<file path="src/rtl/mbm_log_mult_pipe_pkg.sv">
// Shared sizing helpers for the log-domain multiplier: fraction width, clog2 and the
// default bias correction (2^-4 expressed in fraction LSBs).
package mbm_log_mult_pipe_pkg;

    localparam int DEF_WIDTH = 8;

    function automatic int frac_w(input int width);
        return width - 1;
    endfunction

    function automatic int clog2(input int v);
        int r;
        r = 0;
        for (int i = 0; i < 31; i++) begin
            if ((1 << i) < v) r = i + 1;
        end
        return r;
    endfunction

    // 2^-4 of the fraction scale; floor at one LSB for very narrow operands
    function automatic int def_corr(input int width);
        return (width > 5) ? (1 << (width - 5)) : 1;
    endfunction

endpackage

</file>
<file path="src/rtl/mbm_log_mult_pipe_lod.sv">
// Leading-one detector: position of the highest set bit plus an all-zero flag.
// Latency: combinational, zero cycles.
// Backpressure: none, pure function of the operand.
module mbm_log_mult_pipe_lod
    import mbm_log_mult_pipe_pkg::*;
#(
    parameter int WIDTH = DEF_WIDTH
) (
    input  logic [WIDTH-1:0]        din,
    output logic [clog2(WIDTH)-1:0] k,
    output logic                    zero
);
    localparam int KW = clog2(WIDTH);

    always_comb begin
        k = '0;
        for (int i = 0; i < WIDTH; i++) begin
            if (din[i]) k = KW'(i);
        end
    end

    assign zero = (din == '0);

endmodule

</file>
<file path="src/rtl/mbm_log_mult_pipe.sv">
// Pipelined Mitchell / minimally-biased log-domain multiplier (LOD, fraction add, antilog).
// Latency: 3 cycles from accepted operands to out_valid, one product per cycle.
// Backpressure: valid/ready stall chain; a stalled stage holds, in_ready drops when all 3 are full.
module mbm_log_mult_pipe
    import mbm_log_mult_pipe_pkg::*;
#(
    parameter int WIDTH  = DEF_WIDTH,
    parameter int CORR_C = def_corr(WIDTH)
) (
    input  logic                 clk,
    input  logic                 rst,
    input  logic                 in_valid,
    output logic                 in_ready,
    input  logic [WIDTH-1:0]     in_a,
    input  logic [WIDTH-1:0]     in_b,
    input  logic                 corr_en,
    output logic                 out_valid,
    input  logic                 out_ready,
    output logic [2*WIDTH-1:0]   out_p,
    output logic                 out_carry
);
    localparam int F  = frac_w(WIDTH);
    localparam int KW = clog2(WIDTH);
    localparam int EW = clog2(2 * WIDTH);
    localparam int PW = 2 * WIDTH;
    // wide enough for the (F+1)-bit mantissa shifted left by up to 2*WIDTH-1
    localparam int SW = 3 * WIDTH;

    localparam logic [KW-1:0]  F_K  = KW'(F);
    localparam logic [F+1:0]   FMAX = (F + 2)'((1 << F) - 1);

    typedef struct packed {
        logic [KW-1:0] k_a, k_b;
        logic [F-1:0]  x_a, x_b;
        logic          zero;
        logic          corr;
    } s1_t;

    typedef struct packed {
        logic [EW-1:0] e;
        logic [F-1:0]  frac;
        logic          carry;
        logic          zero;
    } s2_t;

    logic          v1, v2;
    logic          en1, en2, en3;
    s1_t           s1_d, s1_q;
    s2_t           s2_d, s2_q;
    logic [KW-1:0] k_a, k_b;
    logic          z_a, z_b;
    logic [F:0]    fsum;
    logic [F+1:0]  csum;
    logic [PW-1:0] p_d;

    assign en3      = ~out_valid | out_ready;
    assign en2      = ~v2 | en3;
    assign en1      = ~v1 | en2;
    assign in_ready = en1;

    mbm_log_mult_pipe_lod #(.WIDTH(WIDTH)) u_lod_a (.din(in_a), .k(k_a), .zero(z_a));
    mbm_log_mult_pipe_lod #(.WIDTH(WIDTH)) u_lod_b (.din(in_b), .k(k_b), .zero(z_b));

    always_comb begin
        s1_d.k_a  = k_a;
        s1_d.k_b  = k_b;
        s1_d.x_a  = F'(in_a << (F_K - k_a));
        s1_d.x_b  = F'(in_b << (F_K - k_b));
        s1_d.zero = z_a | z_b;
        s1_d.corr = corr_en;
    end

    assign fsum = {1'b0, s1_q.x_a} + {1'b0, s1_q.x_b};
    assign csum = {2'b00, fsum[F-1:0]} + (F + 2)'(CORR_C);

    always_comb begin
        s2_d.frac = fsum[F-1:0];
        if (s1_q.corr) s2_d.frac = (csum > FMAX) ? '1 : csum[F-1:0];
        s2_d.carry = fsum[F];
        s2_d.e     = EW'(s1_q.k_a) + EW'(s1_q.k_b) + EW'(fsum[F]);
        s2_d.zero  = s1_q.zero;
    end

    assign p_d = s2_q.zero ? '0 : PW'((SW'({1'b1, s2_q.frac}) << s2_q.e) >> F);

    always_ff @(posedge clk) begin
        if (rst) begin
            v1        <= 1'b0;
            v2        <= 1'b0;
            out_valid <= 1'b0;
            out_p     <= '0;
            out_carry <= 1'b0;
            s1_q      <= '0;
            s2_q      <= '0;
        end else begin
            if (en1) begin
                v1 <= in_valid;
                if (in_valid) s1_q <= s1_d;
            end
            if (en2) begin
                v2 <= v1;
                if (v1) s2_q <= s2_d;
            end
            if (en3) begin
                out_valid <= v2;
                if (v2) begin
                    out_p     <= p_d;
                    out_carry <= s2_q.carry & ~s2_q.zero;
                end
            end
        end
    end

endmodule
</file>
<file path="config.mk">
export PLATFORM = sky130hd
export DESIGN_NAME = mbm_log_mult_pipe
export DESIGN_NICKNAME = d
export VERILOG_FILES = /design/src/rtl/mbm_log_mult_pipe_pkg.sv /design/src/rtl/mbm_log_mult_pipe_lod.sv /design/src/rtl/mbm_log_mult_pipe.sv
export SDC_FILE = /design/constraint.sdc
export NUM_CORES = 1
export LEC_CHECK = 0
export ABC_AREA = 1
export CAP_MARGIN = 20
export CORE_ASPECT_RATIO = 0.8
export CORE_MARGIN = 1.5
export CORE_UTILIZATION = 45
export DETAILED_ROUTE_END_ITERATION = 7
export HOLD_SLACK_MARGIN = 0.03
export PLACE_DENSITY = 0.69
export SLEW_MARGIN = 5
export SYNTH_ARGS = -nofsm -noshare
export SYNTH_HDL_FRONTEND = slang
export SYNTH_SLANG_ARGS = --single-unit
</file>
<file path="constraint.sdc">
create_clock -name clk -period 2.2 [get_ports clk]
set_input_delay 0.44 -clock clk [delete_from_list [all_inputs] [get_ports clk]]
set_output_delay 0.44 -clock clk [all_outputs]
set_load 0.01 [all_outputs]
</file>
## Word-level counts from Yosys, hierarchy flattened

Cells that the tools add are included.

| operators by class | value |
|---|---|
| add/sub/neg operators | 6 |
| magnitude comparators | 1 |
| shift operators | 3 |
| mux-type cells | 17 |
| bitwise gates (word level) | 9 |
| reduce and logical (&&, ||, !) cells | 5 |

Operators by type and width:

| operator | number |
|---|---|
| 3-bit 2-to-1 mux | 8 |
| 8-bit by 4-bit << shifter with 23-bit output | 1 |
| 8-bit zero test | 2 |
| 16-bit 2-to-1 mux | 1 |
| 8-bit by 3-bit << shifter with 7-bit output | 2 |
| 7-bit 2-to-1 mux | 2 |
| 7-bit by 4-bit adder with 8-bit output, second input constant | 1 |
| 7-bit by 7-bit adder with 8-bit output | 1 |
| 8-bit by 7-bit > comparator with 1-bit output, second input constant | 1 |
| 2-bit 2-to-1 mux | 4 |
| 2-bit AND reduction | 3 |
| 3-bit subtractor, first input constant | 2 |
| 3-bit by 3-bit adder with 4-bit output | 1 |
| 4-bit by 1-bit adder with 4-bit output | 1 |
| 1-bit NOT | 4 |
| 1-bit OR | 4 |
| 1-bit 2-to-1 mux | 2 |
| 1-bit bitwise AND | 1 |

| storage, ports and cells | value |
|---|---|
| bits in registers | 55 |
| output and inout port bits | 19 |

## Logic depth before layout (Yosys ltp)

Gate-level depths: netlist of the first run.

| depth | value |
|---|---|
| depth after elaboration | 9 |
| depth in mapped cells | 15 |
| depth with buffers taken out | 15 |

## Cells and area by module

A second synthesis of the first run with hierarchy kept.

| unflattened totals | value |
|---|---|
| cell total of the unflattened synthesis | 472 |
| area, all modules | 3246.9 sq um |

By module, submodules not included:

| module | instances | cells an instance | area an instance (sq um) |
|---|---|---|---|
| mbm_log_mult_pipe | 1 | 436 | 3094.2 |
| mbm_log_mult_pipe_lod | 2 | 18 | 76.3 |

## Worst setup path after synthesis of the first run

OpenSTA, ideal clock, no wires.

| timing | value |
|---|---|
| kind | reg-to-reg |
| from | register s1_q[4] (netlist name) |
| to | register s2_q[11] (netlist name) |
| library setup time | 0.121 ns |
| data arrival time | 2.097 ns |
| required time | 2.079 ns |
| slack | -0.018 ns |
| cell stages (with the launch flop) | 15 |
| path buffers | 0 |
| period minus slack after synthesis | 2.218 ns |
| path through | dfxtp_1 > ha_1 > inv_1 > nand2_1 > nand3_1 > nand2_1 > nand2_1 > nand2_1 > a21oi_1 > fa_1 > inv_1 > fa_1 > xor2_1 > o21ai_0 > a21oi_1 |

| on the way | value |
|---|---|
| word-level cells in the longest chain between the ends | 2 |

RTL lines:

| what | line | text |
|---|---|---|
| from (decl) | mbm_log_mult_pipe.sv:48 | `s1_t s1_d, s1_q;` |
| from (signal assigned) | mbm_log_mult_pipe.sv:93 | `s1_q <= '0;` |
| from (signal assigned) | mbm_log_mult_pipe.sv:98 | `if (in_valid) s1_q <= s1_d;` |
| 7-bit by 7-bit adder with 8-bit output | mbm_log_mult_pipe.sv:73 | `assign fsum = {1'b0, s1_q.x_a} + {1'b0, s1_q.x_b};` |
| 4-bit by 1-bit adder with 4-bit output | mbm_log_mult_pipe.sv:80 | `s2_d.e = EW'(s1_q.k_a) + EW'(s1_q.k_b) + EW'(fsum[F]);` |
| to (signal assigned) | mbm_log_mult_pipe.sv:94 | `s2_q <= '0;` |
| to (signal assigned) | mbm_log_mult_pipe.sv:102 | `if (v1) s2_q <= s2_d;` |
| to (decl) | mbm_log_mult_pipe.sv:49 | `s2_t s2_d, s2_q;` |

Every way passes these cells.
A chain may end at the register's enable or synchronous reset.

==> impl_metrics.tcl, run 1 <==
set metrics [dict create \
    status "completed" \
    placed_cells 633 \
    insertion_delay_ns 0.32 \
    synth_cells 499 \
    power_leakage_nw 1.85 \
    yosysUniqueCellTypes 41 \
    area_growth_pct 25.8 \
    fp.dieH_um 80.0 \
    io_buffers 39 \
    mappedNetlistArea_um2 3330 \
    synth_most_common_cell "nand2_1" \
    ys_top_cells_by_count "nand2_1 (129), dfxtp_1 (55), inv_1 (47)" \
    clk_pin_slew_ns 0.11 \
    syn_nets 533 \
    cp_data_required_time_ns 2.41 \
    maxSlewViolCount 0 \
    drc 0 \
    synth_top_area_cell "dfxtp_1" \
    fmax_ghz 0.455 \
    hpwl_mm 6.25 \
    grt_pass1_wl_mm 13.7 \
    wl_per_cell_um 12.6 \
    synthTopCellsByArea "dfxtp_1 (33%), nand2_1 (15%), a21oi_1 (6.8%)" \
    fin_hold_ws_ns 0.469 \
    relSlewSlack 0.606 \
    dieArea_um2 7930 \
    drive_gt1_frac 0.191 \
    async_flop_share 0 \
    ys_seq_area_frac 0.330 \
    die_x_um 99.2 \
    grt_max_degree 22 \
    hold_viol 0 \
    antenna_found_initial 0 \
    core_area_um2 7030 \
    ir_drop_v 0.000257 \
    cts_buffers 5 \
    setup_violations 0 \
    overflow 0 \
    maxCapViolCount 0 \
    finClkSkew_ns 0.0156 \
    hold_path.class "flop to flop" \
    finalCriticalPeriod_ns 2.20 \
    dr.pass1.iters 4 \
    ys_warn_count 0 \
    vias 3358 \
    ys_seq_elements 55 \
    synth-main-ff-cell "dfxtp_1" \
    post-route-period-util 0.998 \
    drtIter0Drc 201 \
    fin_nets 594 \
    cp-start-kind "flop" \
    cts_tree "built" \
    clock_sinks 55 \
    cts_root_buf "clkbuf_8" \
    crit_fanout 2 \
    gp_congestion 0.896 \
    grt_usage 0.213 \
    syn_avg_cell_area_um2 6.68 \
    diodes 0 \
    critPathKind "flop to flop" \
    routed_wl_mm 8.14 \
    fin_cells 648 \
    ant_nets 0 \
    synth_edf_count 0 \
    initial_core_util 0.474 \
    synth_top_area_frac 0.330 \
    clockBufferDepth 2 \
    routed_via_density 5.18 \
    grt_pass1_vias 3019 \
    critPathArrivalTime_ns 2.41 \
    htree_levels 2 \
    worst_pin_slew_ns 0.590 \
    end_kind "flop" \
    powerDensity_nw_per_um2 534 \
    rsz0062_at_grt "true" \
    pin_count 40 \
    num_rows 27 \
]
layout by cell type, fill, tap and decap left out, types with 3 or more instances in the layout:
cell	n
nand2_2	11
o21ai_0	30
nand3_2	4
nand2_1	124
inv_2	15
clkdlybuf4s50_1	39
o21ai_1	15
ha_1	4
fa_2	3
nor2_1	37
a22oi_1	3
a21oi_1	43
nand4_1	7
inv_1	44
nand3_1	42
dfxtp_1	45
buf_4	29
clkbuf_8	5
nor3_1	4
dfxtp_2	9
nand2_4	3
nor2_2	5
a31oi_1	3
ha_4	5
report_power, final:
part / switching (mW) / internal, mW
clock network: 0.358 / 0.231
logic: 0.321 / 0.231
registers: 0.0504 / 1.05
total: 0.729 / 1.51
worst max-delay path, cell delays in order (launching register included):
cell and delay (ns):
dfxtp_2 0.35, ha_4 0.27, nand2_2 0.05, nand2_2 0.06, nand3_2 0.09, nand2_1 0.07
nand2_1 0.06, nand2_1 0.08, a21oi_2 0.07, fa_2 0.34, inv_2 0.07, fa_2 0.43
o21ai_2 0.11, a21oi_1 0.05
metrics by stage:
step / setup slack (ns) / area (µm²) / setup TNS (ns) / power, mW / utilization
3_5_place_dp: -0.0955 / 3930 / -0.203 / 1.62 / 0.559
6_report: 0.00336 / 4190 / 0 / 2.24 / 0.597
4_1_cts: -0.00413 / 4100 / -0.00413 / 2.23 / 0.584
2_1_floorplan: 0.00817 / 3350 / 0 / 1.45 / -
5_1_grt: -0.116 / 4190 / -0.263 / 2.37 / 0.597
3_3_place_gp: -0.0473 / 3930 / -0.0911 / 1.61 / 0.559
registers in the layout, indices dropped and copies added, names as in the netlist:
name,cells
s1_q,22
v1,1
out_carry,1
s2_q,13
out_valid,1
out_p,16
v2,1
final timing paths:
| path | slack (ns) | startpoint | endpoint | cells after the start |
|---|---|---|---|---|
| min | 0.47 | out_p[10] | out_p[10] | 2 |
| min reg2reg | 0.47 | out_p[10] | out_p[10] | 2 |
| max | 0.003 | s1_q[3] | s2_q[10] | 13 |
| max reg2reg | 0.003 | s1_q[3] | s2_q[10] | 13 |
logic make-up after synthesis:
kind of cell | after synthesis | synth area share
simple gates | 248 | 0.343
compound gates | 105 | 0.168
flops | 55 | 0.330
fa+ha+maj | 13 | 0.0556
xor+xnor | 3 | 0.00789
buf+inv | 75 | 0.0950
cell type report:
type / instances / area (µm²)
fillers: 689 / 2830
multi-input cells: 369 / 2030
flip-flops and latches: 55 / 1120
repair buffers: 69 / 619
inverters: 60 / 228
well taps: 87 / 109
clock buffers: 5 / 68.8
clock inverters: 3 / 22.5
layer usage:
layer  vias up  GRT usage  wire [µm]
li1       1762          -          -
met1      1516      0.302       4170
met2        74      0.332       3410
met3         6     0.0552        519
met4         0     0.0296         46
met5         -          0          0
what timing repair did:
item	CTS	global route
resized for setup	20	19
hold buffers	0	0
pin swaps	5	16
hold endpoints to repair	0	0
setup endpoints to repair	7	8
setup buffers	2	5
No activity file was read; power rests on OpenSTA's default activity.
==> run 2, diff against run 1 <==
- ABC_AREA: 1 -> unset
- CORE_MARGIN: 1.5 -> unset
- SYNTH_HIERARCHICAL: unset -> 1
==> run 2 against run 1 <==
  * The run now ends with negative setup slack left
  * Synthesized area shrank 1.3%
  * Power grew 4.5%
  * Flip-flop and latch count unchanged
  * Sequential power hardly changed
  * Critical endpoint is now s2_q[8]
  * Largest cell class unchanged
  * Largest power group unchanged
  * Highest routed layer unchanged
==> impl_metrics.tcl, run 2 <==
set metrics [dict create \
    r2r_end "s2_q[8]" \
    worst_r2r_path_depth 11 \
    dieArea_um2 7650 \
    cts_root_buf "clkbuf_8" \
    r2r_slack_ns -0.46 \
    critPathArrivalTime_ns 2.83 \
    gp_congestion 0.891 \
    status "finished, violations left" \
    critical_path.max_stage_delay_ns 0.36 \
    ys_seq_area_frac 0.335 \
    layout_common_cells "buf_4 (64), dfxtp_1 (49), nand2_1 (48)" \
    hold_viol 0 \
    end_kind "flop" \
    overflow 0 \
    num_rows 27 \
    fin_hold_ws_ns 0.462 \
    pin_count 40 \
    regMostFlops "s1_q" \
    multiInputGateArea_um2 2160 \
    fill_cells 606 \
    routed_via_density 5.75 \
    wl_per_cell_um 15.3 \
    tns_ns -2.93 \
    drc 0 \
    synthTopCellsByArea "dfxtp_1 (33%), mux4_2 (6.2%), a21oi_1 (5.8%)" \
    path_buf_inv 0 \
    largest_reg_flops 22 \
    drtIter0Drc 204 \
    setup_violations 9 \
    worst_pin_slew_ns 0.889 \
    rsz0062_at_grt "true" \
    hpwl_mm 6.47 \
    post-route-period-util 1.21 \
    crit_path_top_delay_cell "fa_2" \
    initial_core_util 0.472 \
    cpMostUsedCell "a211o_1" \
    synth_most_common_cell "dfxtp_1" \
    critPathTopFamily "compound AO/OA/AOI/OAI gates" \
    hold_path.class "flop to flop" \
    vias 3273 \
    cp-start-kind "flop" \
    power_leakage_nw 1.72 \
    r2r_start "s1_q[9]" \
    synth_cells 393 \
    diodes 0 \
    insertion_delay_ns 0.32 \
    relSlewSlack 0.403 \
    switchingPower_uw 715 \
    grt_max_degree 34 \
    clockBufferDepth 2 \
    ys_warn_count 6 \
    mappedNetlistArea_um2 3290 \
    critPathKind "flop to flop" \
    fin_nets 515 \
    cp_cell_sequence "ha_4, fa_2, a211o_1, a21oi_2, nor2_1, ha_2, and2_4, a211o_1, a31o_1, nor4b_2, a2111oi_2" \
    finalCriticalPeriod_ns 2.66 \
    maxCapViolCount 0 \
    cp.depth 11 \
    powerDensity_nw_per_um2 523 \
    violations "negative setup slack" \
    ant_nets 0 \
    cts_buffers 5 \
    pwr-share-clk 0.258 \
    ir_drop_v 0.000349 \
    crit_start "s1_q[9]" \
    regArea_um2 1110 \
    htree_levels 2 \
    crit_fanout 2 \
    design_area_um2 4470 \
    synth_top_area_frac 0.335 \
    ys_top_cells_by_count "dfxtp_1 (55), nand2_1 (49), nor2_1 (49)" \
    antenna_found_initial 0 \
    synth_edf_count 0 \
    die_x_um 97.6 \
    synth-main-ff-cell "dfxtp_1" \
    maxSlewViolCount 0 \
    cp_data_required_time_ns 2.38 \
    ys_seq_elements 55 \
    crit_path_end "s2_q[8]" \
    total_power_mw 2.34 \
    fp.dieH_um 78.5 \
    grt_pass1_wl_mm 14.8 \
    grt_usage 0.238 \
    yosysUniqueCellTypes 59 \
    grt_pass1_vias 3116 \
    finClkSkew_ns 0.0115 \
    reg_top3 "s1_q: 22 flops, out_p: 16 flops, s2_q: 13 flops" \
    dr.pass1.iters 5 \
    clock_sinks 55 \
    clk_pin_slew_ns 0.10 \
    final_common_cell "buf_4" \
    p_seq_frac 0.475 \
    area_growth_pct 36.1 \
    io_buffers 39 \
    cts_hold_buf 0 \
    drive_gt1_frac 0.272 \
    syn_avg_cell_area_um2 8.37 \
    core_area_um2 6960 \
    async_flop_share 0 \
    fmax_ghz 0.377 \
    pwr-share-comb 0.268 \
    fin_ws_ns -0.456 \
    synth_top_area_cell "dfxtp_1" \
    routed_wl_mm 8.68 \
    placed_area_um2 4190 \
    swShare 0.306 \
    syn_nets 427 \
    internal_power_mw 1.62 \
    cts_tree "built" \
    post-route-util 0.643 \
]
==> run 2: layout make-up <==
| cell class | instances | area share |
|---|---|---|
| multi-input cells | 297 | 0.483 |
| repair buffers | 108 | 0.210 |
| well taps | 87 | 0.0243 |
| clock buffers | 6 | 0.0185 |
| clock inverters | 2 | 0.00364 |
| flip-flops and latches | 55 | 0.249 |
| inverters | 14 | 0.0117 |
==> run 2: worst min-delay path by stage <==
stage          startpoint       end  cells past startpoint
2_1_floorplan     s1_q[1]   s2_q[0]                      2
6_report          s1_q[1]   s2_q[0]                      2
3_5_place_dp     s1_q[11]  s1_q[11]                      2
5_1_grt           s1_q[1]   s2_q[0]                      2
3_3_place_gp     s1_q[11]  s1_q[11]                      2
4_1_cts          s1_q[11]  s1_q[11]                      2
==> run 2: metrics by stage <==
step                worst slack [ns]  instances
floorplan                     -0.395        393
global placement              -0.376        555
detailed placement            -0.441        555
CTS                           -0.431        567
global route                  -0.574        569
finish                        -0.456        569
==> run 2: logic make-up (layout without fill, tap and decap cells) <==
group | count (synthesis) | in the layout | share of synthesized area
compound gates | 101 | 101 | 0.208
mux | 23 | 23 | 0.106
buf+inv | 41 | 130 | 0.0521
flops | 55 | 55 | 0.335
xor+xnor | 3 | 3 | 0.00799
fa+ha+maj | 13 | 13 | 0.0563
simple gates | 157 | 157 | 0.235
==> run 2: power by group through the flow <==
stage,clock network (mW),registers [mW],logic (mW)
final,0.602,1.11,0.626
after global routing,0.661,1.12,0.696
after CTS,0.614,1.11,0.605
after detailed placement,0,1.13,0.581
after global placement,0,1.13,0.569
after floorplan,0,1.10,0.367
==> run 2: layer usage <==
| layer | global-route usage | wire, µm | vias up | share of wire |
|---|---|---|---|---|
| li1 | - | - | 1610 | - |
| met1 | 0.337 | 4170 | 1546 | 0.48 |
| met2 | 0.372 | 3850 | 109 | 0.44 |
| met3 | 0.0436 | 567 | 8 | 0.065 |
| met4 | 0.0618 | 95 | 0 | 0.011 |
| met5 | 0 | 0 | - | 0 |
==> run 2: timing repair <==
item | CTS | global route
cloned | 0 | 0
endpoints found under the setup margin | 11 | 12
setup buffers | 4 | 3
resized for setup | 20 | 11
pin swaps | 17 | 4
==> run 2: worst min-delay path, delay by kind of cell (launching register included) <==
family,cells,cell delay (ns)
flip-flops,1,0.33
AND/OR/NAND/NOR,1,0.06
AO/OA/AOI/OAI,1,0.05
==> run 3, diff against run 2 <==
- PLACE_DENSITY: 0.69 -> 0.67
- REMOVE_ABC_BUFFERS: unset -> 1
- SLEW_MARGIN: 5 -> 20
- clock period: 2.2 -> 2.9 ns (I/O delays scaled with it)
==> run 3 against run 2 <==
  * The run now ends clean
  * Clock-buffer cell count unchanged
  * Sequential power down 24%
  * Cell count down 9.3%
  * Maximum frequency down 3.2%
  * First-iteration DRC count up 9.3%
  * Core utilization down 8.1 points
  * Critical path depth unchanged
  * Clock power down 13%
==> impl_metrics.tcl, run 3 (synthesized netlist as in run 2, its figures left out) <==
set metrics [dict create \
    status "completed" \
    critPathKind "flop to flop" \
    worst_r2r_path_depth 11 \
    drive_gt1_frac 0.124 \
    grt_usage 0.208 \
    pin_count 40 \
    rsz0062_at_grt "false" \
    end_kind "flop" \
    ant_nets 0 \
    r2r_end "s2_q[8]" \
    cts_tree "built" \
    largest_reg_flops 22 \
    hold-path-endpoint "s2_q[0]" \
    grt_max_degree 27 \
    post-route-period-util 0.946 \
    gp_congestion 0.845 \
    fmax_ghz 0.364 \
    cpMostUsedCell "a211o_1" \
    finalCriticalPeriod_ns 2.74 \
    busiest_layer "met1" \
    maxSlewViolCount 0 \
    diodes 0 \
    relSlewSlack 0.544 \
    htree_levels 2 \
    fp.dieH_um 78.5 \
    fill_cells 662 \
    routed_wl_mm 7.85 \
    r2r_start "s1_q[2]" \
    grt_pass1_vias 2660 \
    critPathArrivalTime_ns 2.92 \
    final_common_cell "dfxtp_1" \
    num_rows 27 \
    wl_per_cell_um 15.2 \
    powerDensity_nw_per_um2 447 \
    cts-resized-gates 0 \
    cts_root_buf "clkbuf_8" \
    drtIter0Drc 223 \
    hold_depth 2 \
    regArea_um2 1100 \
    crit_fanout 3 \
    power_leakage_nw 1.46 \
    hpwl_mm 5.97 \
    maxCapViolCount 0 \
    reg_top3 "s1_q: 22 flops, out_p: 16 flops, s2_q: 13 flops" \
    post-route-util 0.562 \
    area_growth_pct 18.9 \
    worst_pin_slew_ns 0.683 \
    die_x_um 97.6 \
    cp_data_required_time_ns 3.08 \
    io_buffers 39 \
    cts_buffers 5 \
    core_area_um2 6960 \
    hold_path.class "flop to flop" \
    critPathTopFamily "compound AO/OA/AOI/OAI gates" \
    initial_core_util 0.472 \
    grtUsageMet3 0.0329 \
    drc 0 \
    cp-start-kind "flop" \
    overflow 0 \
    regMostFlops "s1_q" \
    clockBufferDepth 2 \
    critical_path.max_stage_delay_ns 0.34 \
    clk_pin_slew_ns 0.10 \
    min-delay-start "s1_q[1]" \
    grt.met2_usage 0.308 \
    finClkSkew_ns 0.0103 \
    hold_viol 0 \
    path_buf_inv 0 \
    antenna_found_initial 0 \
    insertion_delay_ns 0.30 \
    setup_violations 0 \
    r2r_slack_ns 0.16 \
    cp_cell_sequence "ha_2, fa_2, a211o_1, a21oi_2, nor2_1, ha_1, and2_1, a211o_1, a31o_1, nor4b_2, a2111oi_2" \
    grt_pass1_wl_mm 13.1 \
    vias 3030 \
    cts_hold_buf 0 \
    grt_use_met1 0.317 \
    layout_common_cells "dfxtp_1 (54), nor2_1 (49), nand2_1 (49)" \
    dr.pass1.iters 5 \
    cts_setup_buffers 0 \
    routed_via_density 5.87 \
    clock_sinks 55 \
    multiInputGateArea_um2 2020 \
    ir_drop_v 0.000280 \
    dieArea_um2 7650 \
    fin_nets 462 \
    tns_ns 0 \
    crit_path_top_delay_cell "dfxtp_2" \
]
run 3: cell types whose count changed in the layout (fill, tap and decap cells not counted), sizes merged:
cell	before	now
buf	70	17
bufinv	0	1
clkinvlp	1	0
run 3: worst max-delay path by stage:
stage	start	to	slack, ns	cells after the start
global placement	s1_q[2]	s2_q[8]	0.14	11
CTS	s1_q[2]	s2_q[8]	0.05	11
floorplan	s1_q[2]	s2_q[8]	0.08	11
global route	s1_q[10]	s2_q[11]	0.00004	11
detailed placement	s1_q[2]	s2_q[8]	0.07	11
finish	s1_q[2]	s2_q[8]	0.16	11
run 3: worst reg2reg max path, cell delays in order (launching register included):
cell	delay (ns)
dfxtp_2	0.34
ha_2	0.20
fa_2	0.34
a211o_1	0.29
a21oi_2	0.17
nor2_1	0.07
ha_1	0.18
and2_1	0.16
a211o_1	0.29
a31o_1	0.20
nor4b_2	0.29
a2111oi_2	0.08
run 3: final cells by class:
cell class                      count  share of cell area
Tap cell                           87              0.0278
Clock inverter                      2             0.00896
Clock buffer                        6              0.0211
Sequential cell                    55               0.282
Timing Repair Buffer               55               0.129
Multi-Input combinational cell    297               0.518
Inverter                           14              0.0134
run 3: metal layers:
metal | part of all wire | vias up | wire length, µm
met2 | 0.43 | 89 | 3370
met1 | 0.51 | 1438 | 4030
li1 | - | 1498 | -
met5 | 0 | - | 0
met4 | 0.0060 | 0 | 47
met3 | 0.051 | 5 | 403
run 3: metrics by stage:
step                cells  worst slack, ns  hold slack [ns]  power (mW)  area (µm²)
finish                516            0.156            0.450        1.75        3910
global route          516        0.0000449            0.473        1.84        3910
CTS                   516           0.0520            0.458        1.76        3900
detailed placement    508           0.0695            0.447        1.23        3780
global placement      508            0.139            0.446        1.22        3780
floorplan             366           0.0816            0.426        1.09        3170
run 3: report_power, final:
group	internal (mW)	switching, mW	leakage [nW]	total [mW]
Sequential	0.794	0.0483	0.451	0.842
Clock	0.280	0.247	0.0612	0.526
Combinational	0.178	0.202	0.948	0.380
Total	1.25	0.497	1.46	1.75
